--- config.mk ---
export PLATFORM = sky130hd
export DESIGN_NAME = xtea_dec_stream_if
export DESIGN_NICKNAME = d
export VERILOG_FILES = /design/src/rtl/xtea_dec_stream_if.sv
export SDC_FILE = /design/constraint.sdc
export NUM_CORES = 1
export LEC_CHECK = 0
export CAP_MARGIN = 20
export CORE_AREA = 2 2 230 232
export DETAILED_ROUTE_END_ITERATION = 6
export DIE_AREA = 0 0 232 234
export DONT_BUFFER_PORTS = 1
export PLACE_DENSITY = 0.5
export SLEW_MARGIN = 20
export SYNTH_ARGS = -nofsm -noshare
export SYNTH_HDL_FRONTEND = slang
export SYNTH_SLANG_ARGS = --single-unit
--- constraint.sdc ---
create_clock -name clock -period 2.5 [get_ports clock]
set_input_delay 0.375 -clock clock [delete_from_list [all_inputs] [get_ports clock]]
set_output_delay 0.375 -clock clock [all_outputs]
set_load 0.01 [all_outputs]
--- src/rtl/xtea_dec_stream_if.sv ---
// 32-bit valid/ready stream adapter around the 128-bit XTEA decryptor core.
// Collects four words into a block, runs the core, then drains four result words.
module xtea_dec_stream_if #(
   parameter int WORD_SIZE = 128,
   parameter int LANE_W    = 32,
   parameter int TIMEOUT   = 255
) (
   input  logic                 clock,
   input  logic                 reset,
   input  logic [WORD_SIZE-1:0] key_in,
   input  logic                 key_load,
   input  logic [LANE_W-1:0]    s_data,
   input  logic                 s_valid,
   output logic                 s_ready,
   output logic [WORD_SIZE-1:0] dec_data_in,
   output logic [WORD_SIZE-1:0] dec_key,
   output logic                 dec_start,
   input  logic                 dec_ready,
   input  logic [WORD_SIZE-1:0] dec_data_out,
   output logic [LANE_W-1:0]    m_data,
   output logic                 m_valid,
   input  logic                 m_ready,
   output logic                 busy,
   output logic                 err_timeout
);

   typedef enum logic [1:0] {S_COLLECT, S_START, S_WAIT, S_DRAIN} state_t;

   localparam logic [9:0] TMO_LIMIT = 10'(TIMEOUT);

   state_t               state_q, state_d;
   logic [1:0]           cnt_q, cnt_d;
   logic [9:0]           tmo_q, tmo_d;
   logic [WORD_SIZE-1:0] in_q, in_d;
   logic [WORD_SIZE-1:0] out_q, out_d;
   logic [WORD_SIZE-1:0] key_q, key_d;
   logic [LANE_W-1:0]    m_data_q, m_data_d;
   logic                 s_ready_q, s_ready_d;
   logic                 dec_start_q, dec_start_d;
   logic                 m_valid_q, m_valid_d;
   logic                 busy_q, busy_d;
   logic                 err_q, err_d;

   // Word number cnt maps to lane (3 - cnt), so the first word is the top lane.
   function automatic logic [LANE_W-1:0] lane_for_count(input logic [WORD_SIZE-1:0] blk,
                                                        input logic [1:0] cnt);
      return blk[(3 - int'(cnt))*LANE_W +: LANE_W];
   endfunction

   function automatic logic [WORD_SIZE-1:0] put_lane(input logic [WORD_SIZE-1:0] blk,
                                                     input logic [1:0] cnt,
                                                     input logic [LANE_W-1:0] word);
      logic [WORD_SIZE-1:0] r;
      r = blk;
      r[(3 - int'(cnt))*LANE_W +: LANE_W] = word;
      return r;
   endfunction

   always_comb begin
      state_d  = state_q;
      cnt_d    = cnt_q;
      tmo_d    = tmo_q;
      in_d     = in_q;
      out_d    = out_q;
      key_d    = key_q;
      err_d    = err_q;
      m_data_d = m_data_q;

      case (state_q)
         S_COLLECT: begin
            if (s_valid && s_ready_q) begin
               in_d  = put_lane(in_q, cnt_q, s_data);
               cnt_d = cnt_q + 2'd1;
               if (cnt_q == 2'd3) state_d = S_START;
            end
         end
         S_START: begin
            tmo_d   = '0;
            state_d = S_WAIT;
         end
         S_WAIT: begin
            tmo_d = tmo_q + 10'd1;
            // A result arriving on the timeout cycle still wins.
            if (dec_ready) begin
               out_d   = dec_data_out;
               cnt_d   = 2'd0;
               state_d = S_DRAIN;
            end else if (tmo_q + 10'd1 == TMO_LIMIT) begin
               err_d   = 1'b1;
               cnt_d   = 2'd0;
               state_d = S_COLLECT;
            end
         end
         S_DRAIN: begin
            if (m_valid_q && m_ready) begin
               cnt_d = cnt_q + 2'd1;
               if (cnt_q == 2'd3) state_d = S_COLLECT;
            end
         end
         default: state_d = S_COLLECT;
      endcase

      // The key must not move while the core is working on a block.
      if (key_load && (state_q == S_COLLECT || state_q == S_DRAIN)) key_d = key_in;

      if (state_d == S_DRAIN) m_data_d = lane_for_count(out_d, cnt_d);

      s_ready_d   = (state_d == S_COLLECT);
      dec_start_d = (state_d == S_START);
      m_valid_d   = (state_d == S_DRAIN);
      busy_d      = !(state_d == S_COLLECT && cnt_d == 2'd0);
   end

   always_ff @(posedge clock) begin
      if (reset) begin
         state_q     <= S_COLLECT;
         cnt_q       <= '0;
         tmo_q       <= '0;
         in_q        <= '0;
         out_q       <= '0;
         key_q       <= '0;
         m_data_q    <= '0;
         s_ready_q   <= 1'b0;
         dec_start_q <= 1'b0;
         m_valid_q   <= 1'b0;
         busy_q      <= 1'b0;
         err_q       <= 1'b0;
      end else begin
         state_q     <= state_d;
         cnt_q       <= cnt_d;
         tmo_q       <= tmo_d;
         in_q        <= in_d;
         out_q       <= out_d;
         key_q       <= key_d;
         m_data_q    <= m_data_d;
         s_ready_q   <= s_ready_d;
         dec_start_q <= dec_start_d;
         m_valid_q   <= m_valid_d;
         busy_q      <= busy_d;
         err_q       <= err_d;
      end
   end

   assign s_ready     = s_ready_q;
   assign dec_data_in = in_q;
   assign dec_key     = key_q;
   assign dec_start   = dec_start_q;
   assign m_data      = m_data_q;
   assign m_valid     = m_valid_q;
   assign busy        = busy_q;
   assign err_timeout = err_q;

endmodule

==> impl_metrics.env, run 1 <==
export IMPL_syn_area_per_cell_um2=8.99
export IMPL_cts_root_buf="clkbuf_16"
export IMPL_first_iter_violations=980
export IMPL_grt_overflow_total=0
export IMPL_die_h_um=234
export IMPL_fin_crit_sh=1.01
export IMPL_hold_path_startpoint="dec_data_out[25]"
export IMPL_p_per_area_nw_per_um2=899
export IMPL_rows=84
export IMPL_yosysMostFrequentCell="dfxtp_1"
export IMPL_setup_slack_ps=-16.1
export IMPL_r2r_end="m_data[15]$_SDFFE_PP0N_"
export IMPL_cts_buffers_inserted=47
export IMPL_hold_path_class="input pin to register"
export IMPL_run_status="finished with violations"
export IMPL_vias_per_cell=5.09
export IMPL_crit_top_cell="buf_12"
export IMPL_final_layout_size_suffix_gt1_frac=0.125
export IMPL_gr_usage_met2=0.373
export IMPL_antenna_found_initial=4
export IMPL_worstPathCellList="ha_2 > a221o_1 > buf_6 > nor4_4 > a21oi_4 > buf_12 > buf_12 > buf_16 > mux2_1 > a221oi_2"
export IMPL_fillers=4761
export IMPL_critPathArrivalTime_ps=3020
export IMPL_setup_viol=10
export IMPL_die_x_um=232
export IMPL_synth_top_area_cell="dfxtp_1"
export IMPL_met1_usage=0.232
export IMPL_finalNetCount=2626
export IMPL_vdd_drop_max_v=0.000567
export IMPL_routedWlPerCell_um=20.1
export IMPL_via_count=15539
export IMPL_grt_pass1_wl_mm=90.2
export IMPL_startpoint="state_q[0]$_SDFF_PP0_"
export IMPL_io_pins=587
export IMPL_grt_max_degree=301
export IMPL_preCtsSetupSlack_ps=-137
export IMPL_ys_seq_elements=435
export IMPL_slew_headroom=0.529
export IMPL_start_util=0.327
export IMPL_clock_skew_ps=19.3
export IMPL_placedCellCount=2484
export IMPL_worstPathMaxFanout=9
export IMPL_htree_levels=2
export IMPL_clock_latency_ps=590
export IMPL_reg2reg_depth=10
export IMPL_use_met3=0.0618
export IMPL_groute_usage_overall=0.211
export IMPL_async_flop_share=0
export IMPL_tightest_slew_ps=706
export IMPL_dr_pass1_iters=5
export IMPL_crit_path_start_kind="register"
export IMPL_regArea_um2=8720
export IMPL_max_cap_violations=0
export IMPL_failed_checks="setup timing"
export IMPL_cts_tree="done"
export IMPL_rrSetupSlack_ps=-20
export IMPL_clock_sinks=435
export IMPL_rsz0062_at_grt="true"
export IMPL_cp_endpoint="m_data[15]$_SDFFE_PP0N_"
export IMPL_cp_data_required_time_ps=3000
export IMPL_grt_pass1_vias=15666
export IMPL_synth_flop_cell="dfxtp_1"
export IMPL_finalCriticalPeriod_ps=2520
export IMPL_fmax_mhz=397
export IMPL_yosysTopAreaCellShare=0.512
export IMPL_power_leakage_uw=0.0107
export IMPL_detail_route_wirelength_mm=61.3
export IMPL_setup_tns_ps=-94.1
export IMPL_core_area_um2=52000
export IMPL_hpwl_mm=36.5
export IMPL_syn_area_um2=17000
export IMPL_synthDistinctLibCells=56
export IMPL_grt_busiest_layer="met2"
export IMPL_ys_top_cells_by_count="dfxtp_1, nand2_1, a21oi_1, nor2_1, nand3_1"
export IMPL_cts_max_path_buffers=3
export IMPL_rr_startpoint="state_q[0]$_SDFF_PP0_"
export IMPL_io_buffers=0
export IMPL_yosysWarningCount=0
export IMPL_yosysSeqAreaShare=0.512
export IMPL_area_growth_pct=44.6
export IMPL_gp_congestion=0.818
export IMPL_multiInputGateArea_um2=7800
export IMPL_drc=0
export IMPL_syn_nets=2198
export IMPL_hold_viol_final=0
export IMPL_cp_slowest_cell="a221o_1"
export IMPL_synth_cells=1893
export IMPL_clkSlewWorstSetupHoldPaths_ps=60
export IMPL_synthTopCellsByArea="dfxtp_1, nand2_1, a21oi_1"
export IMPL_crit_type="register to register"
export IMPL_instances_no_fill=3052
export IMPL_postRouteAntennaNets=0
export IMPL_report_final_slew_viol_count=0
export IMPL_worstSetupEndpointType="register"
export IMPL_max_stage_delay_ps=380
export IMPL_synth_edf_count=0
export IMPL_die_area_um2=54300
[area by class of cell]
class,instances,share of cell area
Timing Repair Buffer,533,0.227
Antenna cell,6,0.000610
Tap cell,688,0.0350
Clock buffer,72,0.0569
Clock inverter,14,0.00768
Sequential cell,435,0.355
Inverter,7,0.00127
Multi-Input combinational cell,1297,0.317
[metal layers]
| layer | up-vias | part of all wire |
|---|---|---|
| li1 | 7292 | - |
| met1 | 7474 | 0.37 |
| met2 | 645 | 0.51 |
| met3 | 128 | 0.078 |
| met4 | 0 | 0.041 |
| met5 | - | 0 |
[flip-flops by register name (all words and copies together) (netlist names)]
signal       flops
dec_key        128
dec_start        1
dec_data_in    128
cnt_q            2
state_q          2
err_timeout      1
tmo_q           10
s_ready          1
busy             1
m_data          32
m_valid          1
out_q          128
[cell usage in the layout, fill, tap and decap left out, drive strengths merged, types with 3 or more instances in the layout]
master,n
nor4,4
mux2i,129
a21oi,272
nor2,142
and3,5
nor3,6
nand2,414
o31ai,3
ha,11
diode,6
clkbuf,77
and2,5
bufinv,3
buf,79
o21ai,3
nand3,138
nor2b,7
inv,8
a211oi,4
clkinv,9
a221oi,32
dfxtp,435
o21bai,32
mux2,64
dlygate4sd3,449
[worst min path at each step]
stage	slack, ps	endpoint	depth (start not counted)
after CTS	2	out_q[25]$_SDFF_PP0_	2
after global routing	30	dec_key[27]$_SDFFE_PP0P_	2
final	30	out_q[25]$_SDFF_PP0_	2
after global placement	470	out_q[106]$_SDFF_PP0_	2
after floorplan	450	out_q[100]$_SDFF_PP0_	2
after detailed placement	480	out_q[65]$_SDFF_PP0_	1
[worst max-delay path, delay by kind of cell (launching register included)]
family	cells	cell delay [ps]
DFF	1	360
and+or+nand+nor	1	260
muxes	1	330
AOI/OAI and AO/OA	3	680
buffers and inverters	4	570
adders and majority gates	1	200
[report_power, final]
part	switching (uW)	internal, uW
clock	2980	4190
sequential	959	7770
combinational	3150	3050
[timing repair]
action / 4_1_cts / 5_1_grt
setup endpoints to repair: 32 / 178
buffers inserted: 10 / 10
hold endpoints to repair: 414 / 0
resized for setup: 24 / 53
cloned: 3 / 6
hold buffers: 450 / 0
pin swaps: 4 / 32
[through the flow]
| step | total power [uW] | hold slack, ps | util | area [um2] |
|---|---|---|---|---|
| after global routing | 23100 | 30.2 | 0.473 | 24600 |
| after CTS | 21700 | 1.90 | 0.466 | 24200 |
| after floorplan | 11800 | 453 | - | 17000 |
| after global placement | 12900 | 467 | 0.343 | 17800 |
| after detailed placement | 13000 | 476 | 0.343 | 17800 |
| final | 22100 | 32.7 | 0.473 | 24600 |
[cell families (layout without fill, tap and decap cells)]
family                     count (synthesis)  in the layout  synth area share
other                                      0              6                 0
buffers and inverters                    161            626            0.0429
and+or+nand+nor                          730            730             0.178
DFF                                      435            435             0.512
muxes                                    193            193             0.120
xor gates and xnor gates                   3              3           0.00265
AOI/OAI and AO/OA                        360            360             0.136
adders and majority gates                 11             11           0.00809
No activity file was read; power rests on OpenSTA's default activity.
==> run 2, diff against run 1 <==
--- a/config.mk
+++ b/config.mk
@@ -10,6 +10,7 @@
 export DETAILED_ROUTE_END_ITERATION = 6
 export DIE_AREA = 0 0 232 234
 export DONT_BUFFER_PORTS = 1
+export GPL_ROUTABILITY_DRIVEN = 1
 export PLACE_DENSITY = 0.5
 export SLEW_MARGIN = 20
 export SYNTH_ARGS = -nofsm -noshare
==> results of run 2 <==
Same layout as run 1: the final DEF is identical, and so are final timing and power.
